File: config.mk
export PLATFORM = sky130hd
export DESIGN_NAME = game_sequencer
export DESIGN_NICKNAME = d
export VERILOG_FILES = /design/src/rtl/game_sequencer.sv
export SDC_FILE = /design/constraint.sdc
export NUM_CORES = 1
export LEC_CHECK = 0
export CORE_ASPECT_RATIO = 1.75
export CORE_MARGIN = 2
export CORE_UTILIZATION = 60
export CTS_CLUSTER_DIAMETER = 120
export DETAILED_ROUTE_END_ITERATION = 7
export PLACE_DENSITY = 0.76
export SLEW_MARGIN = 20
export SYNTH_ARGS = -nofsm -noshare
export SYNTH_HDL_FRONTEND = slang
export SYNTH_SLANG_ARGS = --single-unit
File: constraint.sdc
create_clock -name clk -period 10 [get_ports clk]
set_input_delay 3 -clock clk [delete_from_list [all_inputs] [get_ports clk]]
set_output_delay 3 -clock clk [all_outputs]
set_load 0.02 [all_outputs]
File: src/rtl/game_sequencer.sv
// Top-level battleship game FSM: phase sequencing, player turn timing, PC attack issue and hit tally.
// State encoding is one-hot with IDLE as all-zero, so the phase flags are the state register itself.
module game_sequencer #(
    parameter int TURN_CYCLES = 750_000_000,
    parameter int PC_DELAY    = 50_000_000,
    parameter int MAX_SHIPS   = 5
) (
    input  logic       clk,
    input  logic       rst,
    input  logic       start_btn,
    input  logic [2:0] ship_amount_sw,
    input  logic       finished_placing,
    input  logic       finished_setUp,
    input  logic       attack_done,
    input  logic       attack_hit,
    input  logic [4:0] ship_cells_total,
    output logic [2:0] ship_amount,
    output logic       colocation_ships_State,
    output logic       setup_State,
    output logic       player_turn_State,
    output logic       pc_turn_State,
    output logic       win_State,
    output logic       lose_State,
    output logic       pc_attack,
    output logic [2:0] pc_i,
    output logic [2:0] pc_j,
    output logic [3:0] seconds_left
);
    typedef enum logic [5:0] {
        ST_IDLE   = 6'b000000,
        ST_COLOC  = 6'b000001,
        ST_SETUP  = 6'b000010,
        ST_PTURN  = 6'b000100,
        ST_PCTURN = 6'b001000,
        ST_WIN    = 6'b010000,
        ST_LOSE   = 6'b100000
    } state_t;

    localparam int TW = $clog2(TURN_CYCLES);
    localparam int DW = (PC_DELAY > 1) ? $clog2(PC_DELAY) : 1;
    localparam logic [TW-1:0] TIMER_LAST = TW'(TURN_CYCLES - 1);
    localparam logic [DW-1:0] DELAY_LAST = DW'(PC_DELAY - 1);
    // seconds_left = 15 - floor(t*15/T); split 15 = K*T + R so each cycle drops K or K+1 seconds
    localparam logic [TW:0]   ACC_R      = (TW+1)'(15 % TURN_CYCLES);
    localparam logic [TW:0]   ACC_T      = (TW+1)'(TURN_CYCLES);
    localparam logic [3:0]    SEC_STEP   = 4'(15 / TURN_CYCLES);
    localparam logic [3:0]    SEC_STEP1  = 4'(15 / TURN_CYCLES + 1);
    localparam logic [2:0]    MAX_AMT    = 3'(MAX_SHIPS);

    state_t          r_state;
    logic            r_btn_prev;
    logic [7:0]      r_lfsr;
    logic [TW-1:0]   r_timer;
    logic [TW:0]     r_sec_acc;
    logic [3:0]      r_secs;
    logic [DW-1:0]   r_delay;
    logic            r_fired;
    logic [4:0]      r_p_hits;
    logic [4:0]      r_pc_hits;
    logic [2:0]      r_amt;
    logic            r_pc_attack;
    logic [2:0]      r_pc_i;
    logic [2:0]      r_pc_j;

    logic            w_press;
    logic            w_lfsr_fb;
    logic [TW:0]     w_acc_sum;
    logic            w_sec_tick;
    logic [5:0]      w_p_sum;
    logic [5:0]      w_pc_sum;
    logic [4:0]      w_p_next;
    logic [4:0]      w_pc_next;
    logic [2:0]      w_amt_clamped;

    function automatic logic [2:0] mod5(input logic [2:0] v);
        return (v > 3'd4) ? v - 3'd5 : v;
    endfunction

    assign w_press    = r_btn_prev & ~start_btn;
    assign w_lfsr_fb  = r_lfsr[7] ^ r_lfsr[5] ^ r_lfsr[4] ^ r_lfsr[3];
    assign w_acc_sum  = r_sec_acc + ACC_R;
    assign w_sec_tick = (w_acc_sum >= ACC_T);
    assign w_p_sum    = {1'b0, r_p_hits} + {5'd0, attack_hit};
    assign w_pc_sum   = {1'b0, r_pc_hits} + {5'd0, attack_hit};
    assign w_p_next   = (w_p_sum > 6'd25) ? 5'd25 : w_p_sum[4:0];
    assign w_pc_next  = (w_pc_sum > 6'd25) ? 5'd25 : w_pc_sum[4:0];

    always_comb begin
        w_amt_clamped = ship_amount_sw;
        if (ship_amount_sw == 3'd0)
            w_amt_clamped = 3'd1;
        else if (ship_amount_sw > MAX_AMT)
            w_amt_clamped = MAX_AMT;
    end

    always_ff @(posedge clk or negedge rst) begin
        if (!rst) begin
            r_state     <= ST_IDLE;
            r_btn_prev  <= 1'b0;
            r_lfsr      <= 8'hA5;
            r_timer     <= '0;
            r_sec_acc   <= '0;
            r_secs      <= 4'd0;
            r_delay     <= '0;
            r_fired     <= 1'b0;
            r_p_hits    <= 5'd0;
            r_pc_hits   <= 5'd0;
            r_amt       <= 3'd0;
            r_pc_attack <= 1'b0;
            r_pc_i      <= 3'd0;
            r_pc_j      <= 3'd0;
        end else begin
            r_btn_prev  <= start_btn;
            r_lfsr      <= {r_lfsr[6:0], w_lfsr_fb};
            r_pc_attack <= 1'b0;
            case (r_state)
                ST_IDLE: if (w_press) begin
                    r_amt   <= w_amt_clamped;
                    r_state <= ST_COLOC;
                end
                ST_COLOC: if (finished_placing) r_state <= ST_SETUP;
                ST_SETUP: if (finished_setUp) begin
                    r_state   <= ST_PTURN;
                    r_timer   <= '0;
                    r_sec_acc <= '0;
                    r_secs    <= 4'd15;
                    r_p_hits  <= 5'd0;
                    r_pc_hits <= 5'd0;
                end
                ST_PTURN: begin
                    if (attack_done || r_timer == TIMER_LAST) begin
                        r_secs  <= 4'd0;
                        r_delay <= DELAY_LAST;
                        r_fired <= 1'b0;
                        r_state <= ST_PCTURN;
                        if (attack_done) begin
                            r_p_hits <= w_p_next;
                            if (w_p_sum == {1'b0, ship_cells_total}) r_state <= ST_WIN;
                        end
                    end else begin
                        r_timer   <= r_timer + TW'(1);
                        r_sec_acc <= w_sec_tick ? w_acc_sum - ACC_T : w_acc_sum;
                        r_secs    <= r_secs - (w_sec_tick ? SEC_STEP1 : SEC_STEP);
                    end
                end
                ST_PCTURN: begin
                    if (!r_fired) begin
                        if (r_delay == '0) begin
                            r_pc_attack <= 1'b1;
                            r_pc_i      <= mod5(r_lfsr[2:0]);
                            r_pc_j      <= mod5(r_lfsr[5:3]);
                            r_fired     <= 1'b1;
                        end else begin
                            r_delay <= r_delay - DW'(1);
                        end
                    end else if (attack_done) begin
                        r_pc_hits <= w_pc_next;
                        if (w_pc_sum == {1'b0, ship_cells_total}) begin
                            r_state <= ST_LOSE;
                        end else begin
                            r_state   <= ST_PTURN;
                            r_timer   <= '0;
                            r_sec_acc <= '0;
                            r_secs    <= 4'd15;
                        end
                    end
                end
                ST_WIN, ST_LOSE: if (w_press) begin
                    r_state   <= ST_IDLE;
                    r_amt     <= 3'd0;
                    r_timer   <= '0;
                    r_sec_acc <= '0;
                    r_delay   <= '0;
                    r_fired   <= 1'b0;
                    r_p_hits  <= 5'd0;
                    r_pc_hits <= 5'd0;
                end
                default: r_state <= ST_IDLE;
            endcase
        end
    end

    assign colocation_ships_State = r_state[0];
    assign setup_State            = r_state[1];
    assign player_turn_State      = r_state[2];
    assign pc_turn_State          = r_state[3];
    assign win_State              = r_state[4];
    assign lose_State             = r_state[5];
    assign ship_amount            = r_amt;
    assign pc_attack              = r_pc_attack;
    assign pc_i                   = r_pc_i;
    assign pc_j                   = r_pc_j;
    assign seconds_left           = r_secs;
endmodule

# Yosys cells after proc, flatten, opt, wreduce, memory -nomap -nowiden
# Index checks and enable logic that the tools add are counted.
# Widths: inputs -> output; s select.
op_classes:
  add_sub_neg: 9
  n_lt_le_gt_ge: 6
  n_eq_ne: 21
  mux: 62
  n_bitwise: 6
  n_reduce_logical: 20
op_table:
  columns: ["op", "n"]
  rows:
  - ["$mux 31", 7]
  - ["$mux 30", 6]
  - ["$pmux 31 s4", 1]
  - ["$pmux 30 s4", 1]
  - ["$mux 26", 4]
  - ["$pmux 26 s3", 1]
  - ["$mux 5", 10]
  - ["$mux 6", 8]
  - ["$pmux 6 s6", 1]
  - ["$add 31x4->31 const B", 1]
  - ["$ge 31x30->1 const B", 1]
  - ["$sub 31x30->31 const B", 1]
  - ["$add 30x1->30 const B", 1]
  - ["$eq 30x30->1 const B", 1]
  - ["$pmux 5 s3", 2]
  - ["$logic_not 26->1", 1]
  - ["$sub 26x1->26 const B", 1]
  - ["$ne 2x2->1 const B", 12]
  - ["$mux 4", 5]
  - ["$reduce_and 5->1", 4]
  - ["$mux 3", 6]
  - ["$reduce_and 7->1", 2]
  - ["$add 5x1->6", 2]
  - ["$eq 6x5->1", 2]
  - ["other kinds (25)", 43]
word_totals:
  regBits: 127
  inputBits: 15

# Depth between registers and ports, before layout
depth:
  depth_word: 6
  mapped_depth: 20

# Worst setup path before layout
# Ideal clock, no wire load.
synth_timing:
  path_type: "input to register"
  start: "input attack_hit"
  end: "register r_timer[11]"
  t_arrival_ns: 5.321
  slack_ns: 4.547
  stages: 13
  path_buffers: 2
  cell_sequence: "ha_1 -> ha_1 -> clkbuf_1 -> or3b_2 -> o21ai_0 -> a211o_1 -> a41oi_1 -> o211ai_1 -> nor2_1 -> clkbuf_1 -> nand3_1 -> xor2_1 -> nor2_1"
synth_between:
  elab_chain_cells: 4
synth_lines:
  columns: ["item", "line_no", "rtl"]
  rows:
  - ["start, declared", "15", "input logic attack_hit,"]
  - ["$add 5x1->6", "84", "assign w_pc_sum = {1'b0, r_pc_hits} + {5'd0, attack_hit};"]
  - ["$eq 6x5->1", "158", "if (w_pc_sum == {1'b0, ship_cells_total}) begin"]
  - ["$ne 2x2->1 (no source line)", null, null]
  - ["$reduce_and 7->1 (no source line)", null, null]
  - ["end signal, assigned", "141", "r_timer <= r_timer + TW'(1);"]
  - ["end, declared", "53", "logic [TW-1:0] r_timer;"]
# No other way between the ends.
# A chain may end at the register's enable or synchronous reset.

# Worst setup path in the final report
layout_timing:
  start: "input attack_hit"
  end: "register r_timer[17]"
# The elaborated chain is that of the path after synthesis.

==> flow_metrics.env <==
export IMPL_fp_dieW_microns=94.68
export IMPL_path_class="in2reg"
export IMPL_synth_top_area_frac=0.3565
export IMPL_place_ws_ns=3.300
export IMPL_drive_gt1_frac=0.07436
export IMPL_synth_fa_ha_area_frac=0.02174
export IMPL_synth_edf_count=0
export IMPL_synth_top_family_by_area="simple AND/OR/NAND/NOR gates"
export IMPL_hp_start="r_lfsr[6]$_DFF_PN0_"
export IMPL_arrival_ns=6.62
export IMPL_rsz0062_at_grt="no"
export IMPL_tns_ns=0
export IMPL_reg2reg_from="r_sec_acc[0]$_DFFE_PN0P_"
export IMPL_hold_path_class="reg2reg"
export IMPL_cp_end_kind="register"
export IMPL_syn_to_final_growth_pct=10.99
export IMPL_hpwl_microns=15800
export IMPL_slew_viol_final=0
export IMPL_period_share=0.6277
export IMPL_tightest_slew_ns=0.9414
export IMPL_antenna_found_initial=0
export IMPL_htree_levels=4
export IMPL_clock_latency_ns=0.42
export IMPL_fin_nets=1068
export IMPL_start_kind="input port"
export IMPL_drt_first_iter_violations=473
export IMPL_fin_util=0.6736
export IMPL_grt_pass1_wl_microns=37810
export IMPL_ys_ff_latch=127
export IMPL_hold_buffers=0
export IMPL_p_leak_uw=0.003843
export IMPL_clock_path_buffers=2
export IMPL_hold_worst_slack_ns=0.3588
export IMPL_cts_setup_buffers=0
export IMPL_grt_overflow=0
export IMPL_synth_seq_area_share=0.3687
export IMPL_ctsResizeCount=0
export IMPL_final_area_sq_um=9582
export IMPL_synth_compound_area_frac=0.2142
export IMPL_syn_area_per_cell_sq_um=8.301
export IMPL_syn_area_sq_um=8633
export IMPL_dr_pass1_iters=5
export IMPL_fp_dieH_microns=162.7
export IMPL_gp_congestion=0.9498
export IMPL_drc=0
export IMPL_drt_wl_total_microns=22810
export IMPL_detail_route_wl_per_cell_microns=18.56
export IMPL_ios=35
export IMPL_placed_area_sq_um=8987
export IMPL_clockRootBuffer="clkbuf_16"
export IMPL_postRouteAntennaNets=0
export IMPL_min_path_cells=0
export IMPL_synthSimpleGateAreaFrac=0.2693
export IMPL_yosys_warnings=0
export IMPL_cap_viol_max_count=0
export IMPL_synth_cell_types=79
export IMPL_numCtsBuffers=17
export IMPL_cts_tree="built"
export IMPL_fp_row_count=58
export IMPL_path_clk_slew_ns=0.06
export IMPL_fin_ws_ns=3.723
export IMPL_crit_fanout=26
export IMPL_diodes=0
export IMPL_start_util=0.6070
export IMPL_status="finished clean"
export IMPL_layout_commonest_cell="dfrtp_1"
export IMPL_r2r_end="seconds_left[2]$_DFFE_PN0P_"
export IMPL_powerDensity_nw_per_um2=235.3
export IMPL_peakVddDrop_mv=0.1544
export IMPL_ys_flop_type="dfrtp_1"
export IMPL_dieArea_sq_um=15400
export IMPL_yosys_area_top_type="dfrtp_1"
export IMPL_most_common_layout_cells="123 x dfrtp_1, 108 x nor2_1, 99 x nand2_1, 91 x o21ai_0, 52 x a21oi_1"
export IMPL_cts_sinks=127
export IMPL_vias_per_cell=6.557
export IMPL_crit_required_ns=10.34
export IMPL_grt_usage=0.3092
export IMPL_finalSetupViolations=0
export IMPL_fin_crit_ns=6.277
export IMPL_synth_area_leaders="dfrtp_1 36%, o21ai_0 5.3%, nor2_1 4.7%"
export IMPL_synth_xor_area_share=0.07101
export IMPL_hold_path_end="r_lfsr[7]$_DFF_PN1_"
export IMPL_core_area_sq_um=14220
export IMPL_r2r_slack_ns=5.02
export IMPL_vias=8058
export IMPL_syn_nets=1070
export IMPL_hold_viol_final=0
export IMPL_grt_max_degree=73
export IMPL_synthCells=1040
export IMPL_async_reset_ff_frac=1.000
export IMPL_fill_cells=1238
export IMPL_port_buffers=34
export IMPL_grt_pass1_vias=7981
export IMPL_max_freq_mhz=159.3
export IMPL_skew_ns=0.01088
export IMPL_muxShareOfSynthArea=0.005797
export IMPL_slew_headroom=0.3724
export IMPL_reg2reg_depth=15
==> per-layer routing <==
| metal | share of wire | GRT usage |
|---|---|---|
| met1 | 0.39 | 0.3479 |
| met5 | 0 | 0 |
| met4 | 0.037 | 0.1482 |
| met3 | 0.037 | 0.04627 |
| met2 | 0.54 | 0.5587 |
==> synth_stat cells, types with 14 or more instances <==
cell type,instances
dfrtp_1,123
xnor2_1,42
nand3_1,40
nand2b_1,15
a31oi_1,17
ha_1,15
nand4_1,28
or3_1,27
and3_1,20
o22a_1,18
clkbuf_1,44
a21oi_1,52
nand2_1,99
xor2_1,28
inv_1,35
nor4_1,14
nor3_1,29
o21ai_0,91
nor2_1,108
==> power by group <==
group	internal (uW)	leakage, uW	total [uW]	switching (uW)
clock network	402	0.000288	641	238
logic	307	0.00191	827	520
registers	622	0.00164	787	165
total	1330	0.00384	2250	923
==> critical path, stage by stage <==
cell             delay [ns]
clkdlybuf4s50_1        0.45
ha_1                   0.23
ha_1                   0.29
or3b_2                 0.23
o21ai_0                0.07
a211o_1                0.32
a41oi_1                0.23
o211ai_1               0.11
buf_4                  0.27
nor2_1                 0.61
nand2_1                0.27
or3_1                  0.37
a21oi_1                0.15
==> logic make-up (layout without fill, tap and decap cells) <==
logic type | after synthesis | in the layout
DFF | 127 | 127
adders and majority gates | 15 | 15
buffers and inverters | 100 | 109
muxes | 5 | 5
AOI/OAI and AO/OA | 278 | 278
and+or+nand+nor | 445 | 445
xor gates and xnor gates | 70 | 70
==> worst max-delay path by stage <==
stage	startpoint	endpoint	slack, ns	cells past startpoint
after floorplan	attack_hit	r_timer[11]$_DFFE_PN0P_	4.55	13
after global placement	attack_hit	r_timer[19]$_DFFE_PN0P_	3.39	13
after detailed placement	attack_hit	r_timer[17]$_DFFE_PN0P_	3.30	13
after CTS	attack_hit	r_timer[17]$_DFFE_PN0P_	3.73	13
after global routing	attack_hit	r_timer[17]$_DFFE_PN0P_	3.44	13
final	attack_hit	r_timer[17]$_DFFE_PN0P_	3.72	13
==> flip-flops by register name, summed over array words and instances, names as in the netlist, 3 cells and up <==
register,cells
ship_amount,3
pc_i,3
r_timer,30
r_p_hits,5
pc_j,3
r_pc_hits,5
r_lfsr,8
seconds_left,4
r_sec_acc,31
r_state,6
r_delay,26
==> layout make-up <==
| type | count | area [sq um] | area share |
|---|---|---|---|
| multi-input combinational | 813 | 5035 | 0.5255 |
| clock buffer | 20 | 456.7 | 0.04766 |
| tap | 180 | 225.2 | 0.02350 |
| sequential | 127 | 3183 | 0.3322 |
| timing repair buffer | 43 | 409.1 | 0.04270 |
| clock inverter | 10 | 137.6 | 0.01436 |
| inverter | 36 | 135.1 | 0.01410 |
==> through the flow <==
stage	std cells	power, uW
6_report	1229	2255
4_1_cts	1229	2246
3_3_place_gp	1199	1581
5_1_grt	1229	2385
3_5_place_dp	1199	1599
2_1_floorplan	1040	1362
Power figures use the tool's default switching activity.
